File: config.mk
export PLATFORM = sky130hd
export DESIGN_NAME = fetch
export DESIGN_NICKNAME = d
export VERILOG_FILES = /design/src/rtl/fetch.sv
export SDC_FILE = /design/constraint.sdc
export NUM_CORES = 1
export LEC_CHECK = 0
export ABC_CLOCK_PERIOD_IN_PS = 6800
export BUFFER_PORTS_ARGS = -buffer_cell sky130_fd_sc_hd__buf_2
export CAP_MARGIN = 20
export CORE_MARGIN = 2
export CORE_UTILIZATION = 54
export DETAILED_ROUTE_END_ITERATION = 10
export GPL_ROUTABILITY_DRIVEN = 0
export MAX_ROUTING_LAYER = met4
export PLACE_DENSITY = 0.86
export SKIP_LAST_GASP = 1
export SLEW_MARGIN = 20
export SYNTH_ARGS = -nofsm -noshare
export SYNTH_HDL_FRONTEND = slang
export SYNTH_SLANG_ARGS = --single-unit
File: constraint.sdc
create_clock -name i_clk -period 6.8 [get_ports i_clk]
set_input_delay 0.68 -clock i_clk [delete_from_list [all_inputs] [get_ports i_clk]]
set_output_delay 0.68 -clock i_clk [all_outputs]
set_load 0.03 [all_outputs]
File: src/rtl/fetch.sv
// Instruction fetch stage: IDLE/FETCH/HOLD sequencer with prioritised redirects,
// kill of in-flight fetches, misalignment faults and decoded field outputs.
module fetch #(
  parameter logic [31:0] RESET_PC   = 32'h0000_0000,
  parameter logic [31:0] EXC_VECTOR = 32'h0000_0080
) (
  input  logic        i_clk,
  input  logic        i_rst_n,
  input  logic        i_stall,
  input  logic        i_exc,
  input  logic        i_eret,
  input  logic [31:0] i_epc,
  input  logic        i_jump,
  input  logic [31:0] i_jump_target,
  input  logic        i_branch_taken,
  input  logic [31:0] i_branch_target,
  output logic        o_imem_req,
  output logic [31:0] o_imem_addr,
  input  logic        i_imem_ack,
  input  logic [31:0] i_imem_rdata,
  output logic        o_valid,
  output logic [31:0] o_instr,
  output logic [31:0] o_pc,
  output logic [31:0] o_pc_plus4,
  output logic [5:0]  o_opcode,
  output logic [4:0]  o_Rs,
  output logic [4:0]  o_Rt,
  output logic [4:0]  o_Rd,
  output logic [5:0]  o_funct,
  output logic [15:0] o_imm,
  output logic        o_fault
);

  typedef enum logic [1:0] {IDLE, FETCH, HOLD} state_t;

  state_t      state, state_nx;
  logic [31:0] pc;
  logic [31:0] pend_addr;
  logic        pend_valid;
  logic        kill;

  logic        redir;
  logic [31:0] redir_target;
  logic [31:0] next_pc;

  logic        pc_load;
  logic [31:0] pc_val;
  logic        capture;
  logic        fault_set;
  logic        valid_clr;
  logic        pend_set;
  logic        pend_clr;
  logic        kill_set;

  always_comb begin
    redir        = i_exc | i_eret | i_jump | i_branch_taken;
    redir_target = i_branch_target;
    if (i_exc)       redir_target = EXC_VECTOR;
    else if (i_eret) redir_target = i_epc;
    else if (i_jump) redir_target = i_jump_target;
    if (redir)           next_pc = redir_target;
    else if (pend_valid) next_pc = pend_addr;
    else                 next_pc = pc + 32'd4;
  end

  always_ff @(posedge i_clk or negedge i_rst_n) begin
    if (!i_rst_n) state <= IDLE;
    else          state <= state_nx;
  end

  always_comb begin
    state_nx  = state;
    pc_load   = 1'b0;
    pc_val    = next_pc;
    capture   = 1'b0;
    fault_set = 1'b0;
    valid_clr = 1'b0;
    pend_set  = 1'b0;
    pend_clr  = 1'b0;
    kill_set  = 1'b0;
    case (state)
      IDLE: begin
        state_nx = FETCH;
        pend_set = redir;
      end
      FETCH: begin
        if (i_imem_ack) begin
          if (kill || redir) begin
            // Killed fetch: drop the data and refetch at the newest target.
            pc_load  = 1'b1;
            pc_val   = redir ? redir_target : pend_addr;
            pend_clr = 1'b1;
            if (pc_val[1:0] != 2'b00) begin
              fault_set = 1'b1;
              state_nx  = HOLD;
            end
          end else begin
            capture  = 1'b1;
            state_nx = HOLD;
          end
        end else if (redir) begin
          pend_set = 1'b1;
          kill_set = 1'b1;
        end
      end
      HOLD: begin
        if (i_stall) begin
          pend_set = redir;
        end else begin
          pc_load   = 1'b1;
          pend_clr  = 1'b1;
          valid_clr = 1'b1;
          if (next_pc[1:0] != 2'b00) begin
            fault_set = 1'b1;
            state_nx  = HOLD;
          end else begin
            state_nx = FETCH;
          end
        end
      end
      default: state_nx = IDLE;
    endcase
  end

  always_ff @(posedge i_clk or negedge i_rst_n) begin
    if (!i_rst_n) begin
      pc         <= RESET_PC;
      pend_addr  <= '0;
      pend_valid <= 1'b0;
      kill       <= 1'b0;
      o_valid    <= 1'b0;
      o_fault    <= 1'b0;
      o_instr    <= '0;
      o_pc       <= '0;
    end else begin
      if (pc_load) pc <= pc_val;
      if (pend_clr) begin
        pend_valid <= 1'b0;
        kill       <= 1'b0;
      end
      if (pend_set) begin
        pend_valid <= 1'b1;
        pend_addr  <= redir_target;
      end
      if (kill_set) kill <= 1'b1;
      if (valid_clr) begin
        o_valid <= 1'b0;
        o_fault <= 1'b0;
      end
      if (capture) begin
        o_instr <= i_imem_rdata;
        o_pc    <= pc;
        o_valid <= 1'b1;
        o_fault <= 1'b0;
      end
      if (fault_set) begin
        o_instr <= '0;
        o_pc    <= pc_val;
        o_valid <= 1'b1;
        o_fault <= 1'b1;
      end
    end
  end

  assign o_imem_req  = (state == FETCH);
  assign o_imem_addr = pc;
  assign o_pc_plus4  = o_pc + 32'd4;
  assign o_opcode    = o_instr[31:26];
  assign o_Rs        = o_instr[25:21];
  assign o_Rt        = o_instr[20:16];
  assign o_Rd        = o_instr[15:11];
  assign o_funct     = o_instr[5:0];
  assign o_imm       = o_instr[15:0];

endmodule

Word-level counts from Yosys, hierarchy flattened
Index checks and enable logic that the tools add are counted.
{"block": "totals", "register_bits": 134, "in_bits": 136, "output_inout_bits": 174, "wordCells": 74}
{"block": "classes", "n_addsub": 2, "n_eq_ne": 5, "n_mux": 46, "n_bitwise": 3, "reduce_logical": 9}
{"cell": "2-to-1 mux 32 bit", "count": 13}
{"cell": "adder 32 x 3 -> 32 bit, second input constant", "count": 2}
{"cell": "2-to-1 mux 1 bit", "count": 24}
{"cell": "2-to-1 mux 2 bit", "count": 5}
{"cell": "nonzero test 2 bit", "count": 5}
{"cell": "case mux 2 bit (3 select lines)", "count": 1}
{"cell": "case mux 1 bit (2 select lines)", "count": 2}
{"cell": "!= test 3 x 2 -> 1 bit, second input constant", "count": 1}
{"cell": "OR 1 bit", "count": 3}
{"cell": "case mux 1 bit (3 select lines)", "count": 1}
{"cell": "AND reduction 3 bit", "count": 1}
{"cell": "nonzero test 3 bit", "count": 1}
{"cell": "equality test 2 x 1 -> 1 bit, second input constant", "count": 1}
{"cell": "equality test 2 bit, second input constant", "count": 1}
{"cell": "logical NOT 2 bit", "count": 1}
{"cell": "!= test 2 x 1 -> 1 bit, second input constant", "count": 1}
{"cell": "!= test 2 bit, second input constant", "count": 1}
{"cell": "logical OR 1 bit", "count": 1}

Logic depth before layout (Yosys ltp)
{"block": "depth", "ltp_word": 10, "ltp_mapped": 10, "mapped_depth_nobuf": 8}

Least setup slack after synthesis
No wires, ideal clock.
{"block": "synth_timing", "kind": "register -> output", "start": "reg o_pc[9]", "end": "out o_pc_plus4[26]", "arrival_ns": 2.509, "slack_ns": 3.611, "stages_incl_launch_ff": 8, "cell_sequence": "dfrtp_1 > clkbuf_2 > and4_1 > nand4_1 > or2_2 > nor3_1 > nand3_1 > xnor2_1"}
{"block": "synth_via", "elab_chain_cells": 1}
{"element": "start: declaration", "line_no": "23", "text": "output logic [31:0] o_pc,"}
{"element": "start signal: assignment", "line_no": "152", "text": "o_pc <= pc;"}
{"element": "start signal: assignment", "line_no": "158", "text": "o_pc <= pc_val;"}
{"element": "adder 32 x 3 -> 32 bit", "line_no": "167", "text": "assign o_pc_plus4 = o_pc + 32'd4;"}
{"element": "end: declaration", "line_no": "24", "text": "output logic [31:0] o_pc_plus4,"}
No other way between the ends.

Final worst setup path
{"block": "layout_timing", "start": "reg o_pc[11]", "end": "out o_pc_plus4[26]"}
The elaborated chain is that of the path after synthesis.

==> impl_metrics.yaml <==
status:
  status: "finished clean"
yosys:
  synth_top_family_by_area: "simple AND/OR/NAND/NOR gates"
  synth-xor-area-share: 0.0522
  ys.flop_type: "dfrtp_1"
  synth-seq-area-share: 0.400
  synthAdderAreaFrac: 0.00894
  syn_area_um2: 8390
  synth_compound_area_frac: 0.178
  syn_inst: 1058
  syn_area_per_cell_um2: 7.93
  yosys_warnings: 0
  syn-num-nets: 1200
  synthMuxAreaShare: 0.0465
  ys_async_sr_fraction: 1.00
  ys_ff_latch: 134
  ys_types: 50
  synth_edf_count: 0
  synth-simple-area-share: 0.225
sta:
  setup_tns_ps: 0
  max_freq_mhz: 259
  relSlewSlack: 0.331
  period_share: 0.569
  setup_violations: 0
  rsz0062_at_grt: "false"
  worst_pin_slew_ps: 1000
  hold_viol: 0
  skew_ps: 5.45
  post-route-min-period_ps: 3870
  drv_slew: 0
global_route:
  grt_pass1_wl_um: 38100
  grt_max_degree: 99
  overflow: 0
  grt_usage: 0.300
  first_global_vias: 7317
  grt_antenna_before_repair: 0
route:
  routed_wl_um: 24700
  drt_first_iter_violations: 795
  wire_per_inst_um: 16.7
  via_per_inst: 5.66
  drtAntennaViolNets: 0
  drc: 0
  drt-pass1-iter-count: 5
  via_count: 8367
setup_path:
  required_ps: 6120
  critPathCaptureType: "primary output"
  crit_fanout: 6
  cp-start-kind: "flop"
  cp_slowest_stage_delay_ps: 780
  crit-reg2reg-launch: "state[0]$_DFFE_PN0P_"
  cp_top_family: "simple AND/OR/NAND/NOR gates"
  cpMaxStageDelayCell: "nor3_1"
  worstPathCellList: "and4_1 > nand4_1 > or2_2 > nor3_1 > nand3_1 > xnor2_1 > buf_2"
  crit_start: "o_pc[11]$_DFFE_PN0P_"
  path_buf_inv: 1
  r2r_setup_slack_ps: 3980
  worstSetupPathType: "reg2out"
  arrival_ps: 3190
clocking:
  cts-root-buf: "clkbuf_16"
  numCtsBuffers: 17
  htree_levels: 4
  clkTransAtPathRegs_ps: 60
  postCtsSetupBuffers: 0
  cts_tree: "yes"
  cts_buffer_depth: 2
  cts_hold_buf: 0
  clock_latency_ps: 420
  cts_resized: 0
  cts_sinks: 134
die:
  core-area_um2: 15200
  start_util: 0.552
  die_w_um: 129
  dieArea_um2: 16600
  io_pins: 310
  die_h_um: 129
  row_count: 45
finish:
  n_antenna_cell: 0
  drive_gt1_frac: 0.291
  layout.cells.non_filler: 1479
  mostFrequentLayoutCells: "buf_2 (308), nand2_1 (240), dfrtp_1 (134)"
  multi_input_area_um2: 4330
  syn_to_final_growth_pct: 22.1
  final_common_cell: "buf_2"
  n_fill_cell: 1232
  ff_latch_area_um2: 3350
  fin_nets: 1420
power:
  irDropWorstVdd_uv: 334
  p_per_area_nw_per_um2: 475
  leakagePower_nw: 5.04
placed_design:
  place_inst: 1446
  portBuffers: 309
  dpl.hpwl_um: 17900
flow_run:
  cap_violations: 0
worst_hold_path:
  hold_class: "in2async"
[path summary, 6_finish.rpt]
path | end | cells after the start
max | o_pc_plus4[26] | 7
min | o_instr[29]$_DFFE_PN0P_ | 1
max reg2reg | o_pc[1]$_DFFE_PN0P_ | 9
min reg2reg | pend_addr[5]$_DFFE_PN0P_ | 2
max in group asynchronous | o_pc[21]$_DFFE_PN0P_ | 2
min in group i_clk | pend_addr[5]$_DFFE_PN0P_ | 2
[power by group]
part,internal [mW],switching (mW)
combinational,0.708,1.61
sequential,1.12,0.470
clock,0.615,0.345
total,2.44,2.42
[sequential cells by signal, indices dropped and copies added (netlist names)]
| signal | flops |
|---|---|
| o_fault | 1 |
| o_valid | 1 |
| pend_addr | 32 |
| o_imem_addr | 32 |
| o_pc | 32 |
| o_instr | 32 |
| state | 2 |
| pend_valid | 1 |
| kill | 1 |
[cell usage after synthesis, types with 2 or more instances]
library cell,n,area [um^2]
o31ai_1,2,15.0
a31o_2,2,17.5
nand3_1,28,140
a21oi_1,95,475
or2_2,3,18.8
mux2_2,8,90.1
and2_1,3,18.8
or4_1,2,15.0
a211oi_1,14,105
inv_1,18,67.6
buf_6,4,45.0
xor2_1,14,123
mux2i_1,30,300
o41a_1,3,33.8
and3_1,10,62.6
o22ai_1,15,93.8
a31oi_1,9,56.3
nor2b_1,6,37.5
buf_1,6,22.5
and4_1,2,17.5
nand4_1,18,113
o21ai_0,89,445
nand2b_1,4,25.0
buf_2,14,70.1
ha_1,6,75.1
o21ai_1,3,15.0
buf_4,54,405
xnor2_1,36,315
o211ai_1,21,158
nand2_1,240,901
nor3_1,7,35.0
nor2_1,95,357
clkbuf_1,38,143
nor4_1,6,37.5
nor4_2,2,25.0
o41ai_1,4,35.0
dfrtp_1,134,3350
[logic make-up after synthesis]
group	Yosys count
AOI/OAI and AO/OA	262
xor gates and xnor gates	50
adders and majority gates	6
buffers and inverters	135
DFF	134
muxes	38
and+or+nand+nor	433
[worst register-to-register path, stage by stage, from the launching register on]
cell      delay, ps
dfrtp_1         420
inv_1           150
ha_1            230
nand2b_1        180
a211oi_1        190
o21ai_0         170
a21boi_4        200
buf_4           730
o21ai_0         320
o21ai_0         150
[metrics by stage]
step	power [mW]	util	hold slack, ps	area [um^2]	setup slack (ps)
after floorplan	3.23	-	384	8390	3610
after global placement	3.82	0.631	451	9590	2870
after detailed placement	3.88	0.631	460	9590	2750
final	4.87	0.674	265	10300	2930
after global routing	5.14	0.674	317	10300	2860
after CTS	4.85	0.672	288	10200	2970
[metal layers]
| metal | global-route usage | up-vias | wire (um) |
|---|---|---|---|
| met5 | - | - | 0 |
| met4 | 0.0927 | 0 | 489 |
| met3 | 0.0503 | 41 | 1870 |
| met2 | 0.475 | 442 | 11900 |
| met1 | 0.399 | 3859 | 10400 |
| li1 | - | 4025 | - |
[layout make-up]
type	count	area share
inverters	18	0.00659
multi-input cells	789	0.422
well taps	188	0.0229
clock inverters	11	0.0144
flip-flops and latches	134	0.327
repair buffers	318	0.160
clock buffers	21	0.0469
Note: power is estimated with default switching activity, not from simulation.
